==> config.mk <==
export PLATFORM = sky130hd
export DESIGN_NAME = alu_trace_buffer
export DESIGN_NICKNAME = d
export VERILOG_FILES = /design/src/rtl/alu_trace_buffer.sv
export SDC_FILE = /design/constraint.sdc
export NUM_CORES = 1
export LEC_CHECK = 0
export CORE_MARGIN = 10
export CORE_UTILIZATION = 45
export DETAILED_ROUTE_END_ITERATION = 8
export SLEW_MARGIN = 20
export SYNTH_ARGS = -nofsm -noshare
export SYNTH_HDL_FRONTEND = slang
export SYNTH_SLANG_ARGS = --single-unit
export TNS_END_PERCENT = 50
==> constraint.sdc <==
create_clock -name clock -period 13.4 [get_ports clock]
set_input_delay 1.34 -clock clock [delete_from_list [all_inputs] [get_ports clock]]
set_output_delay 1.34 -clock clock [all_outputs]
set_load 0.005 [all_outputs]
==> src/rtl/alu_trace_buffer.sv <==
// Circular trace buffer for ALU issue/result events with optional aluop trigger,
// stop-when-full or wrap-around capture, and a first-word-fall-through drain port.
module alu_trace_buffer #(
    parameter int DATA_W = 32,
    parameter int OP_W   = 4,
    parameter int DEPTH  = 16
) (
    input  logic                       clock,
    input  logic                       reset,
    input  logic                       cap_valid,
    input  logic [DATA_W-1:0]          cap_a,
    input  logic [DATA_W-1:0]          cap_b,
    input  logic [DATA_W-1:0]          cap_out,
    input  logic [OP_W-1:0]            cap_op,
    input  logic                       arm,
    input  logic                       stop,
    input  logic                       trig_en,
    input  logic [OP_W-1:0]            trig_op,
    input  logic                       mode_wrap,
    input  logic                       rd_ready,
    output logic                       rd_valid,
    output logic [DATA_W-1:0]          rd_a,
    output logic [DATA_W-1:0]          rd_b,
    output logic [DATA_W-1:0]          rd_out,
    output logic [OP_W-1:0]            rd_op,
    output logic [$clog2(DEPTH+1)-1:0] count,
    output logic                       overflow,
    output logic [1:0]                 state
);
    localparam int PW    = $clog2(DEPTH);
    localparam int CW    = $clog2(DEPTH+1);
    localparam int ENT_W = 3*DATA_W + OP_W;

    localparam logic [PW-1:0] PTR_ONE  = PW'(1);
    localparam logic [CW-1:0] CNT_ONE  = CW'(1);
    localparam logic [CW-1:0] CNT_FULL = CW'(DEPTH);

    typedef enum logic [1:0] {
        ST_IDLE    = 2'd0,
        ST_ARMED   = 2'd1,
        ST_CAPTURE = 2'd2,
        ST_DONE    = 2'd3
    } state_t;

    state_t          state_reg, state_next;
    logic [PW-1:0]   wr_ptr_reg, wr_ptr_next;
    logic [PW-1:0]   rd_ptr_reg, rd_ptr_next;
    logic [CW-1:0]   count_reg, count_next;
    logic            overflow_reg, overflow_next;
    logic            mem_we;
    logic [ENT_W-1:0] mem [DEPTH];
    logic [ENT_W-1:0] head;

    logic flush, stop_now, want_wr, full, pop;

    assign flush    = arm && (state_reg == ST_IDLE || state_reg == ST_DONE);
    assign stop_now = stop && (state_reg == ST_ARMED || state_reg == ST_CAPTURE);
    assign want_wr  = cap_valid && !stop_now &&
                      (state_reg == ST_CAPTURE ||
                       (state_reg == ST_ARMED && cap_op == trig_op));
    assign full     = (count_reg == CNT_FULL);
    assign pop      = rd_valid && rd_ready;

    always_comb begin
        state_next    = state_reg;
        wr_ptr_next   = wr_ptr_reg;
        rd_ptr_next   = rd_ptr_reg;
        count_next    = count_reg;
        overflow_next = overflow_reg;
        mem_we        = 1'b0;
        if (flush) begin
            wr_ptr_next   = '0;
            rd_ptr_next   = '0;
            count_next    = '0;
            overflow_next = 1'b0;
            state_next    = trig_en ? ST_ARMED : ST_CAPTURE;
        end else begin
            if (pop) begin
                rd_ptr_next = rd_ptr_reg + PTR_ONE;
                count_next  = count_reg - CNT_ONE;
            end
            // A full buffer only accepts a write if a pop frees the slot or wrapping is allowed.
            if (want_wr && (!full || pop || mode_wrap)) begin
                mem_we      = 1'b1;
                wr_ptr_next = wr_ptr_reg + PTR_ONE;
                if (pop) begin
                    count_next = count_reg;
                end else if (full) begin
                    rd_ptr_next   = rd_ptr_reg + PTR_ONE;
                    overflow_next = 1'b1;
                end else begin
                    count_next = count_reg + CNT_ONE;
                end
                state_next = ST_CAPTURE;
                if (!mode_wrap && count_next == CNT_FULL)
                    state_next = ST_DONE;
            end
            if (stop_now)
                state_next = ST_DONE;
        end
    end

    always_ff @(posedge clock or negedge reset) begin
        if (!reset) begin
            state_reg    <= ST_IDLE;
            wr_ptr_reg   <= '0;
            rd_ptr_reg   <= '0;
            count_reg    <= '0;
            overflow_reg <= 1'b0;
        end else begin
            state_reg    <= state_next;
            wr_ptr_reg   <= wr_ptr_next;
            rd_ptr_reg   <= rd_ptr_next;
            count_reg    <= count_next;
            overflow_reg <= overflow_next;
        end
    end

    // Storage carries no reset; validity is tracked entirely by count_reg.
    always_ff @(posedge clock) begin
        if (mem_we)
            mem[wr_ptr_reg] <= {cap_a, cap_b, cap_out, cap_op};
    end

    assign head     = mem[rd_ptr_reg];
    assign rd_valid = (count_reg != '0);
    assign rd_a     = head[ENT_W-1 -: DATA_W];
    assign rd_b     = head[ENT_W-DATA_W-1 -: DATA_W];
    assign rd_out   = head[OP_W +: DATA_W];
    assign rd_op    = head[OP_W-1:0];
    assign count    = count_reg;
    assign overflow = overflow_reg;
    assign state    = state_reg;

endmodule

# [Word level (Yosys, flattened, before mapping)]
# Memories as Yosys holds them, arrays and structs flattened.
# Cells that the tools add are included.
[totals] regBits=16 in_bits=112 mem_count=1 ramBits=1600
[op_classes] eq_ne=7 reduce_logical=22 n_mux=27 addsub=4
[mem_list] name="mem" depth=16 word_bits=100 read_ports=1 rd_ports_with_merged_regs=0 write_ports=1 line_no="51" text="logic [ENT_W-1:0] mem [DEPTH];"
[op_table] op="$mux W5" count=7
[op_table] op="$mux W4" count=7
[op_table] op="$eq A5 B5 Y1 const B" count=2
[op_table] op="$mux W1" count=9
[op_table] op="$add A4 B1 Y4 const B" count=2
[op_table] op="$logic_and A1 B1 Y1" count=8
[op_table] op="$mux W2" count=4
[op_table] op="$add A5 B1 Y5 const B" count=1
[op_table] op="$logic_or A1 B1 Y1" count=5
[op_table] op="$reduce_bool A5 Y1" count=1
[op_table] op="$sub A5 B1 Y5 const B" count=1
[op_table] op="$eq A2 B2 Y1 const B" count=2
[op_table] op="$eq A4 B4 Y1" count=1
[op_table] op="$reduce_bool A2 Y1" count=2
[op_table] op="$logic_not A1 Y1" count=3
[op_table] op="$reduce_and A3 Y1" count=1
[op_table] op="$reduce_bool A3 Y1" count=1
[op_table] op="$eq A2 B1 Y1 const B" count=1
[op_table] op="$logic_not A2 Y1" count=1
[op_table] op="$ne A2 B2 Y1 const B" count=1

# [Logic depth before layout (Yosys ltp)]
[depth] word_depth=15 depth_mapped=8 ltp_nobuf=7

# [Worst setup path before layout]
# Ideal clock, no wire load.
[synth_path] path_type="input to register" startpoint="in trig_op[3]" endpoint="mem mem[12][0] (netlist bit), enable pin" setup_ns=0.560 arrival_ns=6.570 slack_ns=6.270 path_stages=6 required_ns=12.840 cell_sequence="xnor2_1 -> a31oi_1 -> nor3_2 -> buf_6 -> nand4_1 -> nor2_1"
[synth_between] elab_chain_len=9
[synth_lines] item="start, declared" line_no="18" text="input logic [OP_W-1:0] trig_op,"
[synth_lines] item="$eq A4 B4 Y1" line_no="60" text="(state_reg == ST_ARMED && cap_op == trig_op));"
[synth_lines] item="$logic_and A1 B1 Y1" line_no="60"
[synth_lines] item="$logic_or A1 B1 Y1" line_no="59" text="(state_reg == ST_CAPTURE ||"
[synth_lines] item="$logic_and A1 B1 Y1" line_no="58" text="assign want_wr = cap_valid && !stop_now &&"
[synth_lines] item="$logic_and A1 B1 Y1" line_no="83" text="if (want_wr && (!full || pop || mode_wrap)) begin"
[synth_lines] item="$mux W1" line_no="83"
[synth_lines] item="$mux W1" line_no="71" text="if (flush) begin"
[synth_lines] item="$mux W1" line_no="121" text="if (mem_we)"
[synth_lines] item="$mux W1 (implied by the code)" line_no="122" text="mem[wr_ptr_reg] <= {cap_a, cap_b, cap_out, cap_op};"
[synth_lines] item="end, declared" line_no="51"
# No other way between the ends.

# [Worst setup path after layout]
[layout_path] startpoint="reg rd_ptr_reg[0]" endpoint="out rd_out[16]"
[layout_between] elab_chain_len=1
[layout_lines] item="start, declared" line_no="47" text="logic [PW-1:0] rd_ptr_reg, rd_ptr_next;"
[layout_lines] item="start signal, assigned" line_no="113" text="rd_ptr_reg <= rd_ptr_next;"
[layout_lines] item="$mem_v2 Z16 W100"
[layout_lines] item="end, declared" line_no="24" text="output logic [DATA_W-1:0] rd_out,"
# No other way between the ends.

==> run metrics <==
status=finished clean; Async SR Flop Fraction=0.990%; final RePlAce weighted congestion=0.743; Clock Path Buffers=3; Detailed Route Iter0 Violations=around 2600; worst vdd ir=~0.13 mV; DR DRC count=0; Slew Viols, Final=0; Core Area=around 140000 µm²; Final Util=52.4%; Die ar.=~150000 µm²; final setup violation count=0; most common library cells after synthesis=edfxtp_1 (1600), mux4_2 (500), clkbuf_1 (53), buf_4 (28), buf_2 (18); Worst-Skew Late Latency=0.77 ns; Setup crit end kind=output pin; required time worst endpoint=12.06 ns; Peak Freq=around 150 MHz; Vias/cell=5.79; clock buffer count from CTS=between 150 and 200; CTS tree=done; share of layout cells above drive strength 1=28.5%; Finished Layout Cells=4604; CP startpoint kind=flip-flop; Area contributors post-synth=edfxtp_1 (78%), mux4_2 (18%), dfrtp_1 (0.65%); Critical Path Fanout Max=75; met2 usage in global routing=between 30% and 40%; syn_area_per_cell=25.9 µm²; number of detailed-route iterations in the first pass=5; initial core utilization=45.3%; Tmin final=6.59 ns; Setup TNS=0 ns; global route hottest layer=met2; Post-CTS Repair Setup Buffers=0; chip height=389 µm; area of the multi-input gates=12300 µm²; initial antenna violation count=23; Inst Count DP=roughly 4300; RSZ-0062 raised after global routing=false; Layout Skew=0.0301 ns; Seq. cell area=48500 µm²; Mapped Nets=2492; I/O Buffers=220; count leader, synth=edfxtp_1; CTS clk-pin slew, worst paths=0.06 ns; ys flop type=edfxtp_1; WS Path Type=reg -> out; total gr overflow=0; DP HPWL=71900 µm; Antenna Nets Post-Route=0; Synth area leader=edfxtp_1; Synth top area share=78.3%; drt wl/cell=between 30 and 40 µm; HP Class=reg -> reg; Hold-fix buffers, CTS=0; root buffer cell=clkbuf_16; GRT met3 Usage=a little under 4%; Placement Rows=135; drt total wl=138000 µm; Tightest Pin Transition=1.27 ns; vias in the first global route=28700; Syn Inst Count=2371; first-pass GRT wire length=roughly 200000 µm; Die X=just under 400 µm; gr usage total=18.3%; htree depth=4; Nets=~2800; clock sinks=approximately 1600; I/O pin cnt=221; Max Cap Violations=0; Post-synth EDFFs=1600; sequential share of the synthesized area=79.0%; Post-CTS Resized=0; Via Count=approximately 27000; number of synthesized register bits=1616; Final period util=between 40% and 50%; # fillers=10200; Max-Slew Margin vs Limit=15.5%; count of different cell masters after synthesis=51; grt met1 use=24.0%; max reg flops=1600; Hold Vio Cnt, Final=0; Leakage=between 20 and 25 nW; Ys Warns=0; largest net degree at the start of global routing=150; Mapped Area=61400 µm²; P&R area growth vs syn=15.6%; Power Dens Cells=177 nW/µm²; WP data arrival=5.25 ns
[critical path: stages, from the launching register on]
cell,delay (ns)
dfrtp_4,1.05
buf_12,0.40
buf_16,0.47
buf_4,0.73
mux4_2,0.59
mux4_2,0.53
clkdlybuf4s50_1,0.48
[metal layers]
layer	vias to the layer above	wire, µm
li1	11100	-
met4	22	2860
met3	224	8070
met2	788	71800
met1	14600	55500
met5	-	132
[cell usage in the layout, fill, tap and decap left out, drive strengths merged, types with 3 or more instances in the layout]
cell type,instances
a21boi,3
a21oi,8
a31oi,4
and2,16
buf,49
bufinv,13
clkbuf,208
clkdlybuf4s50,220
clkinv,65
clkinvlp,3
dfrtp,16
diode,5
edfxtp,1600
ha,9
inv,20
mux4,500
nand2,11
nand3,4
nand4,3
nand4b,3
nor2,10
nor3,5
nor4,5
o21ai,4
o31ai,3
xnor2,8
[final cells by class]
type	count	share of cell area, %
diodes	5	0.0176
clock buffers	208	6.26
clock inverters	89	1.11
inverters	12	0.0635
multi-input cells	624	17.3
flip-flops and latches	1616	68.3
well taps	1781	3.14
repair buffers	269	3.83
[cells by family (layout without fill, tap and decap cells)]
logic type,count (synthesis),after routing,share of synthesized area (%)
compound gates,36,36,0.494
mux,502,502,18.4
flops,1616,1616,79.0
other cells,0,5,0
xor+xnor,9,9,0.128
fa+ha+maj,9,9,0.184
buf+inv,131,578,1.16
simple gates,68,68,0.683
[power breakdown]
group	internal, W	switching [W]
logic	0.00140	0.00106
clock network	0.00259	0.00185
registers	0.00560	0.0000799
[worst paths after layout]
path | start | to | slack, ns | cells past startpoint
worst min-delay path | overflow | overflow | 0.53 | 1
max in group asynchronous | reset | rd_ptr_reg[3] | 11.78 | 1
min in group asynchronous | reset | count[0] | 1.03 | 1
worst max register to register | state[0] | mem[6][57] | 8.55 | 9
worst min register to register | overflow | overflow | 0.53 | 1
worst max-delay path | rd_ptr_reg[0] | rd_out[16] | 6.81 | 6
[metrics by stage]
step / setup WS, ns / total power [W] / hold WS [ns] / area (µm²)
global route: 6.32 / 0.0131 / 0.567 / 70900
finish: 6.81 / 0.0126 / 0.533 / 70900
CTS: 6.44 / 0.0128 / 0.536 / 70800
floorplan: 6.27 / 0.00747 / 0.488 / 61400
global placement: 6.92 / 0.00828 / 0.516 / 65600
detailed placement: 6.89 / 0.00830 / 0.513 / 65600
Note: power is estimated with default switching activity, not from simulation.
